$ cat src/rtl/stack_seq.sv
`default_nettype none
// ============================================================================
// Module      : stack_seq
// Description : Instruction sequencer in front of the three-register-plus-
//               memory data stack. It accepts one stack instruction per
//               valid/ready handshake and drives the stack's cmd/in inputs.
//               It reads top-of-stack s0 back so it can run two-cycle ALU
//               operations. It tracks depth and raises sticky
//               overflow/underflow flags, so an illegal instruction never
//               reaches the stack.
// Revision    : 1.0 - initial release
// ============================================================================
module stack_seq #(
    parameter int AW   = 8,
    parameter int DW   = 16,
    parameter int MAXD = 256
) (
    input  logic          clk,
    input  logic          reset_n,
    input  logic          op_valid,
    output logic          op_ready,
    input  logic [3:0]    op,
    input  logic [DW-1:0] imm,
    input  logic [DW-1:0] s0,
    output logic [2:0]    cmd,
    output logic [DW-1:0] in,
    output logic [AW+1:0] depth,
    output logic          busy,
    output logic          ovf,
    output logic          unf,
    input  logic          err_clr
);

    // ------------------------------------------------------------------------
    // Constants
    // ------------------------------------------------------------------------
    localparam logic [3:0] c_op_nop  = 4'd0;
    localparam logic [3:0] c_op_lit  = 4'd1;
    localparam logic [3:0] c_op_dup  = 4'd2;
    localparam logic [3:0] c_op_drop = 4'd3;
    localparam logic [3:0] c_op_add  = 4'd4;
    localparam logic [3:0] c_op_sub  = 4'd5;
    localparam logic [3:0] c_op_and  = 4'd6;
    localparam logic [3:0] c_op_or   = 4'd7;
    localparam logic [3:0] c_op_xor  = 4'd8;
    localparam logic [3:0] c_op_not  = 4'd9;

    // Stack command encodings: {update, push, pop}
    localparam logic [2:0] c_cmd_none = 3'b000;
    localparam logic [2:0] c_cmd_lit  = 3'b110;
    localparam logic [2:0] c_cmd_dup  = 3'b010;
    localparam logic [2:0] c_cmd_pop  = 3'b001;
    localparam logic [2:0] c_cmd_upd  = 3'b100;

    localparam logic [AW+1:0] c_maxd = (AW+2)'(MAXD);
    localparam logic [AW+1:0] c_zero = '0;
    localparam logic [AW+1:0] c_one  = (AW+2)'(1);
    localparam logic [AW+1:0] c_two  = (AW+2)'(2);

    // ------------------------------------------------------------------------
    // State encoding
    // ------------------------------------------------------------------------
    typedef enum logic [0:0] {
        S_IDLE = 1'b0,
        S_BIN2 = 1'b1
    } state_t;

    state_t          r_state;
    state_t          w_state_nxt;
    logic [AW+1:0]   r_depth;
    logic [AW+1:0]   w_depth_nxt;
    logic [DW-1:0]   r_t;
    logic [3:0]      r_opr;
    logic            r_ovf;
    logic            r_unf;
    logic            w_set_ovf;
    logic            w_set_unf;
    logic            w_latch;
    logic            w_accept;
    logic            w_is_bin;
    logic [DW-1:0]   w_alu;

    // ------------------------------------------------------------------------
    // Handshake and status outputs
    // ------------------------------------------------------------------------
    // Reset is folded into accept so nothing reaches the stack while
    // reset_n is low, even if op_valid is high.
    assign op_ready = (r_state == S_IDLE);
    assign busy     = (r_state == S_BIN2);
    assign w_accept = op_valid & op_ready & reset_n;
    assign depth    = r_depth;
    assign ovf      = r_ovf;
    assign unf      = r_unf;
    assign w_is_bin = (op >= c_op_add) && (op <= c_op_xor);

    // ALU result for the second cycle of a binary op: s0 is NOS, r_t is old TOS
    always_comb begin
        w_alu = '0;
        case (r_opr)
            c_op_add: w_alu = s0 + r_t;
            c_op_sub: w_alu = s0 - r_t;
            c_op_and: w_alu = s0 & r_t;
            c_op_or:  w_alu = s0 | r_t;
            c_op_xor: w_alu = s0 ^ r_t;
            default:  w_alu = '0;
        endcase
    end

    // Next-state, stack command, depth update and error detection
    always_comb begin
        w_state_nxt = r_state;
        w_depth_nxt = r_depth;
        cmd         = c_cmd_none;
        in          = '0;
        w_set_ovf   = 1'b0;
        w_set_unf   = 1'b0;
        w_latch     = 1'b0;

        case (r_state)
            S_IDLE: begin
                if (w_accept) begin
                    if (op == c_op_lit) begin
                        if (r_depth == c_maxd) begin
                            w_set_ovf = 1'b1;
                        end else begin
                            cmd         = c_cmd_lit;
                            in          = imm;
                            w_depth_nxt = r_depth + c_one;
                        end
                    end else if (op == c_op_dup) begin
                        if (r_depth == c_maxd) begin
                            w_set_ovf = 1'b1;
                        end else begin
                            cmd         = c_cmd_dup;
                            w_depth_nxt = r_depth + c_one;
                        end
                    end else if (op == c_op_drop) begin
                        if (r_depth == c_zero) begin
                            w_set_unf = 1'b1;
                        end else begin
                            cmd         = c_cmd_pop;
                            w_depth_nxt = r_depth - c_one;
                        end
                    end else if (w_is_bin) begin
                        // Pop TOS into r_t now; the result overwrites NOS
                        // in the following BIN2 cycle.
                        if (r_depth < c_two) begin
                            w_set_unf = 1'b1;
                        end else begin
                            cmd         = c_cmd_pop;
                            w_depth_nxt = r_depth - c_one;
                            w_latch     = 1'b1;
                            w_state_nxt = S_BIN2;
                        end
                    end else if (op == c_op_not) begin
                        if (r_depth == c_zero) begin
                            w_set_unf = 1'b1;
                        end else begin
                            cmd = c_cmd_upd;
                            in  = ~s0;
                        end
                    end
                    // c_op_nop and opcodes 10..15 fall through as no-ops
                end
            end
            S_BIN2: begin
                cmd         = c_cmd_upd;
                in          = w_alu;
                w_state_nxt = S_IDLE;
            end
            default: begin
                w_state_nxt = S_IDLE;
            end
        endcase
    end

    // State register, depth counter and binary-op operand latch
    always_ff @(posedge clk or negedge reset_n) begin
        if (!reset_n) begin
            r_state <= S_IDLE;
            r_depth <= '0;
            r_t     <= '0;
            r_opr   <= c_op_nop;
        end else begin
            r_state <= w_state_nxt;
            r_depth <= w_depth_nxt;
            if (w_latch) begin
                r_t   <= s0;
                r_opr <= op;
            end
        end
    end

    // Sticky error flags; a new error in the same cycle beats err_clr
    always_ff @(posedge clk or negedge reset_n) begin
        if (!reset_n) begin
            r_ovf <= 1'b0;
            r_unf <= 1'b0;
        end else begin
            r_ovf <= w_set_ovf | (r_ovf & ~err_clr);
            r_unf <= w_set_unf | (r_unf & ~err_clr);
        end
    end

endmodule
`default_nettype wire

$ cat config.mk
export PLATFORM = sky130hd
export DESIGN_NAME = stack_seq
export DESIGN_NICKNAME = d
export VERILOG_FILES = /design/src/rtl/stack_seq.sv
export SDC_FILE = /design/constraint.sdc
export NUM_CORES = 1
export LEC_CHECK = 0
export ABC_AREA = 1
export CAP_MARGIN = 20
export CORE_MARGIN = 8
export CORE_UTILIZATION = 55
export DETAILED_ROUTE_END_ITERATION = 10
export PLACE_DENSITY = 0.81
export SYNTH_ARGS = -nofsm -noshare
export SYNTH_HDL_FRONTEND = slang
export SYNTH_SLANG_ARGS = --single-unit
$ cat constraint.sdc
create_clock -name clk -period 6.94 [get_ports clk]
set_input_delay 2.082 -clock clk [delete_from_list [all_inputs] [get_ports clk]]
set_output_delay 2.082 -clock clk [all_outputs]
set_load 0.02 [all_outputs]
# == Yosys cells after proc, flatten, opt, wreduce, memory -nomap -nowiden ==
# Cells that the tools add are included.
# op_classes
bitwise_logic,12
n_reduce_logical,4
order_cmp,3
n_mux,51
eq_ne,12
addsub,4
# op_table
operator,count
$mux W16,8
$pmux W16 S5,1
$mux W10,7
$pmux W16 S2,1
$mux W3,8
$mux W1,23
$add A16 B16 Y16,1
$and A16 B16 Y16,1
$eq A4 B3 Y1 const B,4
$not A16 Y16,1
$or A16 B16 Y16,1
$sub A16 B16 Y16,1
$xor A16 B16 Y16,1
$add A10 B1 Y10 const B,1
$eq A10 B9 Y1 const B,1
$logic_not A10 Y1,1
$lt A10 B2 Y1 const B,1
$sub A10 B1 Y10 const B,1
$eq A4 B2 Y1 const B,2
$eq A4 B4 Y1 const B,2
$ne A4 B4 Y1 const B,2
$pmux W3 S2,1
$reduce_and A5 Y1,1
$and A1 B1 Y1,4
other kinds (9),11
# totals
output_inout_bits,33
inputBits,40
regBits,33

# == Longest topological paths before layout ==
# depth
ltp_word,10
depth_mapped,20
ltp_nobuf,20

# == Worst setup path before layout ==
# OpenSTA, ideal clock, no wires.
# synth_timing
path_type,in2out
from,input s0[0]
to,output in[14]
path_slack_ps,1298
t_arrival_ps,3560
stages,14
cell_sequence,inv_1 -> ha_1 -> fa_1 -> inv_1 -> nand3_1 -> nand2_1 -> nand2_1 -> nand2_1 -> nand3_1 -> nand3_1 -> nand3_1 -> nand2_1 -> nand2_1 -> nand2_1
# synth_via
elab_chain_len,3
# synth_rtl
item,line,text
start: declaration,24,"input logic [DW-1:0] s0,"
$sub A16 B16 Y16 or $add A16 B16 Y16 (tied branches),"101, 100",
$pmux W16 S5 (*),99,case (r_opr)
$pmux W16 S2 (*),119,case (r_state)
end: declaration,26,"output logic [DW-1:0] in,"
# Every way passes the cells marked *; elsewhere a longest branch is shown, timed or not.

# == Worst setup path in the final report ==
# layout_timing
from,input s0[2]
to,output in[15]
# Same word-level chain as after synthesis.

==> out/results.txt <==
In the routed design, unresolved DRC markers number 0. Buffers placed on the I/O ports in this run total 72. Cell taking the most area after synthesis: dfrtp_1. The wire length of the first global-routing pass was 21.9 mm; the ratio of final minimum period to clock period was 0.977. The final number of max-transition violations is 0, and the net count after synthesis is 741. 73 I/O pins were placed. Summed over all cells, the static leakage comes to 2.68 nW.

The clock reaches the later pin of the worst-skew pair after 0.30 ns. The power density normalized to cell area is 278 nW/um2. The overall global routing resource usage was 0.238.

The share of flip-flops with an asynchronous set or reset after synthesis was 1.00. Final routed wire length divided by cell count: 15.3 um. The run gives 5 as the total CTS buffers. The flow ran to the end, and the final reports show no timing, DRC or antenna violations. The critical-path cell with the highest stage delay is clkdlybuf4s50_1. The die width was 104 um; the number of filler cells placed in the layout was 676. The largest incremental delay on the critical path works out to 0.62 ns. The wire-length estimate of the detail-placed layout is 9.65 mm. The share of the yosys chip area belonging to registers came out at 0.196. In this run the worst path has a maximum fanout of 6. The remaining max-slew budget at the tightest pin is 0.271, and the post-detailed-route via-to-cell ratio is 5.57. Traced cell by cell, the critical path runs through clkdlybuf4s50_1, ha_1, a21oi_1, nand2_1, nand2_1, nand2_1, nand2_1, nand3_1, nand2_1, nand3_1, nand2_1, nand2_1, nand2_1, clkdlybuf4s50_1. TritonCTS built the clock tree. Clock skew on the completed layout was measured at 0.00731 ns. Count of cell types in the netlist: 41. Setup repair after global routing left no endpoint under its margin.

The first detailed-routing pass took 5 iterations. In the synthesized netlist the dominant register cell turns out to be dfrtp_1. The run gives 4618 as the total via count in the routed design. For the level count of the clock H-tree, the log shows 2. Subtracting the final worst setup slack from the clock period gives 6.78 ns. From bottom edge to top edge, the die measures 104 um. Once detail routing completed, the nets flagged for antenna violations numbered 0.

Counting flops with a built-in enable in the synthesized netlist gives 0. The logs give 0 for the total number of yosys warnings and 32 for the total number of placement rows. The run gives 0.187 mV as the highest ir drop seen on vdd.

For the number of post-CTS setup repair buffers, the log shows 0. The most common cell type on the critical path was nand2_1. For the global placer's final weighted congestion, the log shows 0.940.

For this design, the sink count on the clock tree is 33. A synthesized cell averages 6.48 um2. The root buffer cell chosen for the clock tree is clkbuf_8. Setup violations remaining at the end of the flow were counted as 0. The cell area that synthesis handed to floorplanning was 4210 um2. The run gives 0.557 as the starting utilization of the core area. Entering global routing, the biggest net connects 40 pins. The logs give 4.86 ns for the required time at the endpoint of the critical path and 7570 um2 for the placeable core area.

The logs give 0 for the max capacitance violation total and 12.7 mm for the wire length reported by the detailed router. The final total negative setup slack was 0 ns; the number of DRC markers after the initial detailed-route iteration was 288. Leading cell type in the layout, fill and taps excluded: nand2_1. The total congestion overflow after global routing was 0. The kind of capture point of the worst setup path was a primary output.

The final count of hold timing violations was 0. Overall power consumption after layout is estimated at 0.00144 W. The clock slew seen by the registers of the worst setup and hold paths is 0.08 ns, and the signal arrival time at the worst endpoint is 4.70 ns. The number of antenna diodes in the final layout is 0. At the pin with the least slew margin, the transition time is 1.09 ns. The fraction of final layout cells sized beyond drive strength 1 works out to 0.0894. Path type of the worst min-delay path: flop to flop. The initial antenna violation count was 0; the total of hold buffers inserted after clock tree synthesis was 0. Synthesis produced a netlist whose cell count is 650. Synthesis inferred 33 register bits. Timing would allow up to 148 MHz. The layout overhead on the synthesized area is 22.7%. The clock passes through at most 2 buffers. The full die area was 10700 um2.

The critical path start-end classification was input pin to primary output. After the last flow step, the layout net total stands at 817. The top-area cell type share of the netlist area works out to 0.196. Leaving out fill and tap cells, the most frequent cells in the layout are 187 x nand2_1, 81 x inv_1, 67 x clkdlybuf4s50_1. The via count of the first global-routing pass was 4715. By area the synthesized netlist is led by dfrtp_1 20%, nand2_1 17%, ha_1 15%. STA classifies the critical path startpoint as an input pin.
worst max-delay path, delay by kind of cell:
kind / cells / cell delay (ns)
simple gates: 10 / 0.94
buf+inv: 2 / 1.12
fa+ha+maj: 1 / 0.40
compound gates: 1 / 0.14
where the power goes:
group	total (W)	switching [W]	leakage (nW)	internal, W
registers	0.000334	0.0000817	0.411	0.000252
clock network	0.000152	0.0000808	0.0385	0.0000711
logic	0.000950	0.000582	2.23	0.000368
total	0.00144	0.000744	2.68	0.000691
metal layers:
metal	part of all wire	up-vias	wire length (um)	GRT usage
li1	-	2280	-	-
met1	0.43	2157	5460	0.292
met2	0.49	165	6150	0.412
met3	0.070	16	881	0.0446
met4	0.014	0	174	0.0693
met5	0	-	0	0
cell families after synthesis:
logic type / count (synthesis) / synth area share
xor gates and xnor gates: 19 / 0.0395
AOI/OAI and AO/OA: 126 / 0.190
adders and majority gates: 51 / 0.153
buffers and inverters: 108 / 0.103
and+or+nand+nor: 313 / 0.318
DFF: 33 / 0.196
sequential cells by signal (all words and copies together), names as in the netlist:
name and flops:
r_t 16, depth 10, r_opr 4, busy 1, ovf 1, unf 1
what timing repair did:
| item | CTS | global route |
|---|---|---|
| setup endpoints to repair | 0 | 5 |
| endpoints found under the hold margin | 0 | 0 |
| gates resized for setup | 0 | 5 |
metrics by stage:
step | instances | area (um2) | setup WS, ns | util | hold slack (ns)
floorplan | 650 | 4210 | 1.30 | - | 0.526
global placement | 821 | 5070 | 0.0414 | 0.670 | 0.477
CTS | 829 | 5160 | 0.0116 | 0.682 | 0.501
global route | 829 | 5170 | 0.00186 | 0.683 | 0.543
finish | 829 | 5170 | 0.160 | 0.683 | 0.492
detailed placement | 821 | 5070 | 0.0288 | 0.670 | 0.483
final timing paths:
path | start | to | slack [ns] | depth (start not counted)
worst min-delay path | ovf | ovf | 0.49 | 2
max in group asynchronous | reset_n | r_t[4] | 4.26 | 2
worst min register to register | ovf | ovf | 0.49 | 2
worst max-delay path | s0[2] | in[15] | 0.16 | 14
worst max register to register | busy | r_opr[2] | 4.73 | 7
min in group asynchronous | reset_n | busy | 2.34 | 2
cells in the mapped netlist (all sizes together), types with 6 or more instances:
cell type	count
nand2	191
inv	92
o21ai	66
nor2	58
ha	50
nand3	41
dfrtp	33
a21oi	24
xor2	18
a221oi	10
nor3	9
buf	8
o211ai	8
clkbuf	7
nand4	6
final cells by class:
class                   count  area [um2]  share of cell area
repair buffers             84         823               0.159
clock inverters             1        7.51             0.00145
multi-input cells         509        2960               0.572
flip-flops and latches     33         826               0.160
well taps                 102         128              0.0247
inverters                  93         354              0.0685
clock buffers               7        76.3              0.0148
Note: power is estimated with default switching activity, not from simulation.
